[src/rtl/baud_detect_if.sv]
// Signal bundle for the autobaud detector: arm/rx toward the detector and
// rate/status back.
interface baud_detect_if;
    logic       arm;
    logic       rx;
    logic [1:0] bd_rate;
    logic       locked;
    logic       busy;
    logic       err;

    modport master (output arm, rx, input bd_rate, locked, busy, err);
    modport slave  (input arm, rx, output bd_rate, locked, busy, err);
endinterface

[src/rtl/baud_detect.sv]
// Autobaud detector. It measures the first two low bits of a 0x55 sync
// character on rx and reports the matching standard rate (1200..9600 baud).
//
// state      | meaning
// -----------+-----------------------------------------------------------
// IDLE       | not armed, rx ignored
// WAIT_HIGH  | armed, waiting for the line to be idle high
// WAIT_FALL1 | waiting for the falling edge of the start bit
// MEAS1      | counting the low width of the first bit pair
// GAP        | counting the high width between the two low bits
// MEAS2      | counting the low width of the second bit, compared to MEAS1
// DONE       | rate locked, holds until the next arm
module baud_detect #(
    parameter int CLK_FREQ = 50_000_000
) (
    input  logic          clk,
    input  logic          reset_n,
    baud_detect_if.slave  bd
);
    localparam int P9600 = CLK_FREQ / 9600;
    localparam int P4800 = CLK_FREQ / 4800;
    localparam int P2400 = CLK_FREQ / 2400;
    localparam int P1200 = CLK_FREQ / 1200;
    localparam int T_MIN = P9600 * 3 / 4;
    localparam int T3    = P9600 * 3 / 2;
    localparam int T2    = P4800 * 3 / 2;
    localparam int T1    = P2400 * 3 / 2;
    localparam int T0    = P1200 * 3 / 2;
    localparam int CW    = $clog2(T0 + 1);

    localparam logic [CW-1:0] TMIN_C  = CW'(T_MIN);
    localparam logic [CW-1:0] T3_C    = CW'(T3);
    localparam logic [CW-1:0] T2_C    = CW'(T2);
    localparam logic [CW-1:0] T1_C    = CW'(T1);
    localparam logic [CW-1:0] T0_M1_C = CW'(T0 - 1);
    localparam logic [CW-1:0] ONE_C   = CW'(1);

    localparam logic [2:0] IDLE       = 3'd0;
    localparam logic [2:0] WAIT_HIGH  = 3'd1;
    localparam logic [2:0] WAIT_FALL1 = 3'd2;
    localparam logic [2:0] MEAS1      = 3'd3;
    localparam logic [2:0] GAP        = 3'd4;
    localparam logic [2:0] MEAS2      = 3'd5;
    localparam logic [2:0] DONE       = 3'd6;

    logic          rx_meta, rx_s;
    logic [2:0]    state;
    logic [CW-1:0] count;
    logic [1:0]    c1;
    logic [1:0]    bd_rate_q;
    logic          locked_q, err_q;
    logic          cls_ok;
    logic [1:0]    cls_code;
    logic          at_limit;

    // Returns {valid, rate code}; widths at or beyond T0 never reach here
    // because the counting states abort first.
    function automatic logic [2:0] classify(input logic [CW-1:0] n);
        if (n < TMIN_C)    return 3'b000;
        else if (n < T3_C) return {1'b1, 2'd3};
        else if (n < T2_C) return {1'b1, 2'd2};
        else if (n < T1_C) return {1'b1, 2'd1};
        else               return {1'b1, 2'd0};
    endfunction

    assign {cls_ok, cls_code} = classify(count);
    assign at_limit           = (count == T0_M1_C);

    always_ff @(posedge clk or negedge reset_n) begin
        if (!reset_n) begin
            rx_meta <= 1'b1;
            rx_s    <= 1'b1;
        end else begin
            rx_meta <= bd.rx;
            rx_s    <= rx_meta;
        end
    end

    always_ff @(posedge clk or negedge reset_n) begin
        if (!reset_n) begin
            state     <= IDLE;
            count     <= '0;
            c1        <= 2'd0;
            bd_rate_q <= 2'd0;
            locked_q  <= 1'b0;
            err_q     <= 1'b0;
        end else begin
            err_q <= 1'b0;
            if (bd.arm) begin
                // arm overrides any error or lock decided in the same cycle
                state    <= WAIT_HIGH;
                count    <= '0;
                locked_q <= 1'b0;
            end else begin
                case (state)
                    WAIT_HIGH: begin
                        if (rx_s) state <= WAIT_FALL1;
                    end
                    WAIT_FALL1: begin
                        if (!rx_s) begin
                            state <= MEAS1;
                            count <= ONE_C;
                        end
                    end
                    MEAS1: begin
                        if (!rx_s) begin
                            if (at_limit) begin
                                state <= WAIT_HIGH;
                                count <= '0;
                                err_q <= 1'b1;
                            end else begin
                                count <= count + ONE_C;
                            end
                        end else if (!cls_ok) begin
                            state <= WAIT_HIGH;
                            count <= '0;
                            err_q <= 1'b1;
                        end else begin
                            c1    <= cls_code;
                            state <= GAP;
                            count <= ONE_C;
                        end
                    end
                    GAP: begin
                        if (!rx_s) begin
                            state <= MEAS2;
                            count <= ONE_C;
                        end else if (at_limit) begin
                            state <= WAIT_HIGH;
                            count <= '0;
                            err_q <= 1'b1;
                        end else begin
                            count <= count + ONE_C;
                        end
                    end
                    MEAS2: begin
                        if (!rx_s) begin
                            if (at_limit) begin
                                state <= WAIT_HIGH;
                                count <= '0;
                                err_q <= 1'b1;
                            end else begin
                                count <= count + ONE_C;
                            end
                        end else if (cls_ok && (cls_code == c1)) begin
                            state     <= DONE;
                            count     <= '0;
                            bd_rate_q <= c1;
                            locked_q  <= 1'b1;
                        end else begin
                            state <= WAIT_HIGH;
                            count <= '0;
                            err_q <= 1'b1;
                        end
                    end
                    default: ;
                endcase
            end
        end
    end

    assign bd.bd_rate = bd_rate_q;
    assign bd.locked  = locked_q;
    assign bd.err     = err_q;
    assign bd.busy    = (state != IDLE) && (state != DONE);
endmodule

[src/flat_wrapper.sv]
// flat-port wrapper written by rule: the top's interface ports become plain ports
module baud_detect_flat 
#(
    parameter int CLK_FREQ = 50_000_000
)
  (clk, reset_n, bd_arm, bd_rx, bd_bd_rate, bd_locked, bd_busy, bd_err);
  baud_detect_if bd_i ();
  input  logic clk;
  input  logic reset_n;
  input wire logic [$bits(bd_i.arm)-1:0] bd_arm;
  input wire logic [$bits(bd_i.rx)-1:0] bd_rx;
  output wire logic [$bits(bd_i.bd_rate)-1:0] bd_bd_rate;
  output wire logic [$bits(bd_i.locked)-1:0] bd_locked;
  output wire logic [$bits(bd_i.busy)-1:0] bd_busy;
  output wire logic [$bits(bd_i.err)-1:0] bd_err;
  assign bd_i.arm = bd_arm;
  assign bd_i.rx = bd_rx;
  assign bd_bd_rate = bd_i.bd_rate;
  assign bd_locked = bd_i.locked;
  assign bd_busy = bd_i.busy;
  assign bd_err = bd_i.err;
  baud_detect #(.CLK_FREQ(CLK_FREQ)) u_core (.clk(clk), .reset_n(reset_n), .bd(bd_i));
endmodule
[config.mk]
export PLATFORM = sky130hd
export DESIGN_NAME = baud_detect_flat
export DESIGN_NICKNAME = d
export VERILOG_FILES = /design/src/rtl/baud_detect_if.sv /design/src/rtl/baud_detect.sv /design/src/flat_wrapper.sv
export SDC_FILE = /design/constraint.sdc
export NUM_CORES = 1
export LEC_CHECK = 0
export CAP_MARGIN = 15
export CORE_MARGIN = 8
export CORE_UTILIZATION = 57
export DETAILED_ROUTE_END_ITERATION = 16
export DONT_BUFFER_PORTS = 1
export HOLD_SLACK_MARGIN = 0.08
export PLACE_DENSITY = 0.75
export REMOVE_ABC_BUFFERS = 1
export SETUP_SLACK_MARGIN = 0.2
export SLEW_MARGIN = 5
export SYNTH_ARGS = -nofsm -noshare
export SYNTH_HDL_FRONTEND = slang
export SYNTH_SLANG_ARGS = --single-unit
[constraint.sdc]
create_clock -name clk -period 2.67 [get_ports clk]
set_clock_uncertainty 0.05 [all_clocks]
set_input_delay 0 -clock clk [delete_from_list [all_inputs] [get_ports clk]]
set_output_delay 0 -clock clk [all_outputs]
set_load 0.01 [all_outputs]
==> run summary, run 1 <==
Area grow syn2layout: 10.3%
Outcome: complete, but fails checks
Worst setup margin: -17.4 ps
Critical path class: register to register
Flops & latches, synth: 27
DR WL met3: 346 um
Worst slew pin tran: 499 ps
Post-DRT Antenna Nets: 0
Htree depth: 1
Share of layout cells above drive strength 1: 0.136
Routed len/inst: 17.9 um
Max layer used: met4
Main flop type after synthesis: dfrtp_1
Critical R2R Capture: u_core.bd.err
Leak Pwr: 0.825 nW
Die Area: 5110 um^2
Slew margin rel.: 0.666
Pre-antenna DRT Iters: 4
FF-to-FF setup slack: -20 ps
CTS Sinks: 27
Placed Cells incl. Taps: 230
Syn. warnings: 0
Global-route wire length before repair: 7370 um
Fmax: 372 MHz
Compound-gate portion of the synthesized area: 0.205
Inserted Diodes: 0
Endpoints failing hold: 0
# port buffers: 0
Distinct cells, synth: 52
DR iter-0 viols: 106
Cells after Synth: 199
Critical Path End Type: register
Commonest cells post-synth: dfrtp_1 (25), nor2_1 (25), o21ai_0 (16), clkbuf_1 (13)
Routed via count: 1568
CP Data Required Time: 2860 ps
XOR/XNOR Fraction of Synth Area: 0.0449
Hold depth: 2
Slew Limit Fails: 0
Crit path from: u_core.count[5]
Routed Wire Length: 4290 um
Worst-path fanout max: 3
Vias in the first global route: 1540
Crit path buffers/inverters: 0
CTS max path bufs: 2
Cell family with most CP delay: compound AO/OA/AOI/OAI gates
DRT met1 WL: 1800 um
Syn Area/Cell: 8.83 um^2
Crit start category: register
Final worst-path cycle share: 1.01
Post-synthesis simple-gate area fraction: 0.265
Core area: 3000 um^2
Gpl congestion: 0.913
Final core occ: 0.645
Grt ovf: 0
Seq/Total Area, Yosys: 0.386
Clk pin slew, worst setup/hold paths: 160 ps
Largest family of logic cells by synthesized area: simple AND/OR/NAND/NOR gates
Vias per cell: 6.56
Initial antenna violation count: 0
CTS Root Cell: clkbuf_4
R2R depth: 6
Mux share of post-synthesis cell area: 0.0256
Setup Viol. Count Final: 3
Failing checks: setup timing
Adder-cell area share of the yosys netlist: 0.0214
Multi-input logic area: 995 um^2
Type of the worst min-delay path: input port to register
Synth top area share: 0.356
Hold Startpoint: bd_arm
Post-CTS Setup Bufs: 0
Hold EP: u_core.count[5]
Power per cell area: 377 nW/um^2
Mapped cell area: 1760 um^2
# DRC: 0
Sequential cell area: 678 um^2
Synth async-reset ratio: 1.00
Post-synth EDFFs: 0
Cell Chain, Critical Path: or4_4 -> o311a_1 -> o211a_1 -> mux4_2 -> a21bo_1 -> a2111oi_4
Initial Utilization: 0.585
Slowest-stage cell, CP: or4_4
Peak VDD IR: 285 uV
Arrival time worst endpoint: 2880 ps
Synth top area cells: dfrtp_1 (36%), nor2_1 (5.3%), o21ai_0 (4.6%)
R2R Path Start: u_core.count[5]
Pin count of the biggest net entering global routing: 26
Filler instances: 228
Chip height: 71.5 um
TritonCTS buffer count: 3
Die X: 71.5 um
RSZ-0062 raised after global routing: yes
Met2 routed WL: 2090 um
Number of max-cap violations: 0
Worst-Skew Late Latency: 340 ps
Max incr delay on CP: 540 ps
TritonCTS clock tree: yes
Post-route insts no fill: 239
# IOs: 9
Minimum clock period: 2690 ps
Detailed Place HPWL: 2970 um
Yosys top cell by area: dfrtp_1
GR Util All Layers: 0.177
Number of nets in the layout: 214
Site Rows: 20
-- cell usage in the layout, fill, tap and decap left out, types with 3 or more instances in the layout --
master | netlist | layout
xnor2_1 | 5 | 5
dlygate4sd3_1 | 0 | 3
a21oi_1 | 5 | 5
nor3b_1 | 3 | 3
xor2_1 | 4 | 4
nand4_1 | 5 | 5
inv_1 | 7 | 7
nand2b_1 | 8 | 8
nor2_1 | 25 | 25
nand2_1 | 8 | 8
o31ai_1 | 4 | 4
dfrtp_1 | 25 | 25
a211oi_1 | 3 | 3
ha_1 | 3 | 3
nor3_1 | 6 | 6
or3_1 | 3 | 3
clkbuf_4 | 0 | 3
o21ai_0 | 16 | 15
nor2b_1 | 4 | 4
nand3_1 | 7 | 7
buf_4 | 0 | 13
-- how the worst max path moves through the flow --
stage	to	cells after the start
2_1_floorplan	u_core.bd.err	6
3_3_place_gp	u_core.bd.err	6
3_5_place_dp	u_core.bd.err	6
4_1_cts	u_core.bd.err	6
5_1_grt	u_core.bd.err	6
6_report	u_core.bd.err	6
-- layer usage --
layer	up-vias	GRT usage
li1	731	-
met1	769	0.219
met2	58	0.296
met3	10	0.0349
met4	0	0.0680
met5	-	0
-- sequential cells by signal, indices dropped and copies added, names as in the netlist --
| name | cells |
|---|---|
| u_core.count | 16 |
| u_core.state | 3 |
| u_core.bd.bd_rate | 2 |
| u_core.c1 | 2 |
| u_core.bd.err | 1 |
| u_core.bd.locked | 1 |
| u_core.rx_meta | 1 |
| u_core.rx_s | 1 |
-- power by group --
part | switching (mW) | internal (mW) | total, mW
clock network | 0.131 | 0.0575 | 0.188
logic | 0.0609 | 0.0455 | 0.106
registers | 0.0178 | 0.419 | 0.436
-- cell families (layout without fill, tap and decap cells) --
family                   count (synthesis)  after routing
AND/OR/NAND/NOR                         85             85
adder cells (fa/ha/maj)                  3              3
buffers and inverters                   22             29
flip-flops                              27             27
AO/OA/AOI/OAI                           50             50
multiplexers                             3              3
XOR/XNOR                                 9              9
-- layout make-up --
cell class                 instances  share of cell area
multi-input combinational        150               0.513
sequential                        27               0.350
timing repair buffer              18              0.0865
tap                               33              0.0213
inverter                           7              0.0136
clock buffer                       3              0.0116
clock inverter                     1             0.00387
-- per-stage QoR --
stage / setup WS [ps] / power [mW] / hold slack, ps / cell area (um^2) / setup TNS, ps
4_1_cts: 21.6 / 0.731 / 84.3 / 1930 / 0
6_report: -17.4 / 0.731 / 59.4 / 1940 / -25.9
2_1_floorplan: 83.5 / 0.500 / -346 / 1690 / 0
5_1_grt: -99.5 / 0.765 / 80.6 / 1940 / -235
3_3_place_gp: 92.3 / 0.523 / -344 / 1830 / 0
3_5_place_dp: 57.5 / 0.526 / -344 / 1830 / 0
-- worst register-to-register path, delay by kind of cell (launching register included) --
family / cells / cell delay, ps
AOI/OAI and AO/OA: 4 / 1080
and+or+nand+nor: 1 / 540
muxes: 1 / 510
DFF: 1 / 420
-- timing repair --
action,CTS,global route
gates resized for setup,0,3
setup endpoints to repair,4,7
hold buffers,5,0
endpoints found under the hold margin,48,0
pin swaps,2,1
Power figures use the tool's default switching activity.
==> inputs of run 2 (changes only) <==
Settings changed: CORE_UTILIZATION 57 to 40, PLACE_DENSITY 0.75 to unset.
==> run 2 against run 1 <==
Net effect: the flow now finishes without violations; clock power grew 28%; worst setup slack better by 80 ps; via count fell by 2.9%; global-route usage shrank 4.4 points; first-iteration DRC count is 30% lower; highest routed layer unchanged.
==> run summary, run 2 (synthesized netlist as in run 1, its figures left out) <==
Outcome: complete, no violations
DR iter-0 viols: 74
Grt ovf: 0
Clk pin slew, worst setup/hold paths: 100 ps
Pre-antenna DRT Iters: 4
Hold Slack: 95.5 ps
Vias in the first global route: 1454
CTS Sinks: 27
Slowest-stage cell, CP: or4_4
CP Depth: 6
Sw Pwr: 214 uW
Routed Wire Length: 4170 um
Die Area: 6770 um^2
# port buffers: 0
Arrival time worst endpoint: 2730 ps
Clk pwr share: 0.308
Core area: 4290 um^2
CP Data Required Time: 2790 ps
# IOs: 9
Power per cell area: 397 nW/um^2
R2R depth: 6
FF-to-FF setup slack: 60 ps
Worst-Skew Late Latency: 280 ps
# DRC: 0
Crit path buffers/inverters: 0
Crit start category: register
Critical path class: register to register
Worst setup margin: 62.5 ps
RSZ-0062 raised after global routing: yes
Pin count of the biggest net entering global routing: 28
Worst-path fanout max: 3
Gpl congestion: 0.866
Max reg flops: 16
Slew margin rel.: 0.678
Final worst-path cycle share: 0.977
Vias per cell: 5.90
Leak Pwr: 0.822 nW
Chip height: 82.3 um
Worst slew pin tran: 480 ps
Htree depth: 1
Logic pwr share: 0.133
TritonCTS clock tree: yes
Critical Path End Type: register
R2R Path Start: u_core.count[5]
Endpoints failing hold: 0
Number of nets in the layout: 214
Minimum clock period: 2610 ps
Biggest regs: u_core.count (16), u_core.state (3)
Routed via count: 1522
Share of layout cells above drive strength 1: 0.141
Initial Utilization: 0.409
Peak VDD IR: 220 uV
Detailed Place HPWL: 2970 um
Max incr delay on CP: 540 ps
Slew Limit Fails: 0
Final Instance Area: 1960 um^2
Net Sw Frac: 0.275
Placed cell area: 1850 um^2
Total power: 779 uW
CTS max path bufs: 2
Setup Viol. Count Final: 0
Commonest non-fill, non-tap cells in the layout: nor2_1 (25), dfrtp_1 (25), o21ai_0 (16)
Number of max-cap violations: 0
DP Worst Slack: 69.8 ps
Top reg by flops: u_core.count
Fmax: 384 MHz
Global-route wire length before repair: 7070 um
Area grow syn2layout: 11.8%
Type of the worst min-delay path: input port to async pin
Filler instances: 420
Seq pwr share: 0.559
Inserted Diodes: 0
Critical R2R Capture: u_core.bd.bd_rate[0]
Post-DRT Antenna Nets: 0
GR Util All Layers: 0.133
CTS Root Cell: clkbuf_8
TritonCTS buffer count: 3
Cell family with most CP delay: multiplexers
Routed len/inst: 16.2 um
Die X: 82.3 um
Site Rows: 24
Initial antenna violation count: 0
Cell Chain, Critical Path: or4_4 -> o311a_1 -> o211a_1 -> mux4_2 -> nand4_1 -> mux2_2
Internal power: 565 uW
-- run 2: final cells by class --
cell class	count	area (um^2)	share of cell area
Clock inverter	1	5.00	0.00255
Timing Repair Buffer	18	155	0.0790
Multi-Input combinational cell	150	993	0.506
Inverter	7	26.3	0.0134
Sequential cell	27	678	0.345
Clock buffer	3	41.3	0.0210
Tap cell	52	65.1	0.0331
-- run 2: power groups by stage --
| stage | registers, mW | clock network (mW) | logic [mW] |
|---|---|---|---|
| after floorplan | 0.440 | 0 | 0.0605 |
| after global routing | 0.438 | 0.267 | 0.114 |
| after detailed placement | 0.443 | 0 | 0.0840 |
| after global placement | 0.442 | 0 | 0.0820 |
| after CTS | 0.435 | 0.247 | 0.103 |
| final | 0.436 | 0.240 | 0.103 |
-- run 2: how the worst max path moves through the flow --
stage                               start                    to  slack [ps]
after floorplan           u_core.count[5]         u_core.bd.err          80
after global placement    u_core.count[5]         u_core.bd.err          90
after detailed placement  u_core.count[5]  u_core.bd.bd_rate[1]          70
after CTS                 u_core.count[5]  u_core.bd.bd_rate[0]          60
after global routing      u_core.count[5]  u_core.bd.bd_rate[1]         -40
final                     u_core.count[5]  u_core.bd.bd_rate[0]          60
-- run 2: per-stage QoR --
stage / setup TNS (ps) / std cells / utilization
2_1_floorplan: 0 / 184 / -
3_3_place_gp: 0 / 249 / 0.432
3_5_place_dp: 0 / 249 / 0.432
4_1_cts: 0 / 257 / 0.454
5_1_grt: -103 / 258 / 0.457
6_report: 0 / 258 / 0.457
-- run 2: worst register-to-register path, delay by kind of cell, from the launching register on --
family             cells  cell delay [ps]
AOI/OAI and AO/OA      2              530
and+or+nand+nor        2              710
muxes                  2              840
DFF                    1              390
-- run 2: repair_timing --
action | CTS | global route
pin swaps | 1 | 0
endpoints found under the hold margin | 47 | 0
setup endpoints to repair | 3 | 7
hold buffers | 4 | 0
gates resized for setup | 0 | 1
setup buffers | 0 | 1
-- run 2: metal layers --
metal / GRT usage / routed length (um)
met5: 0 / 0
met1: 0.178 / 1930
met2: 0.211 / 1960
met4: 0.0333 / 42
met3: 0.0303 / 240
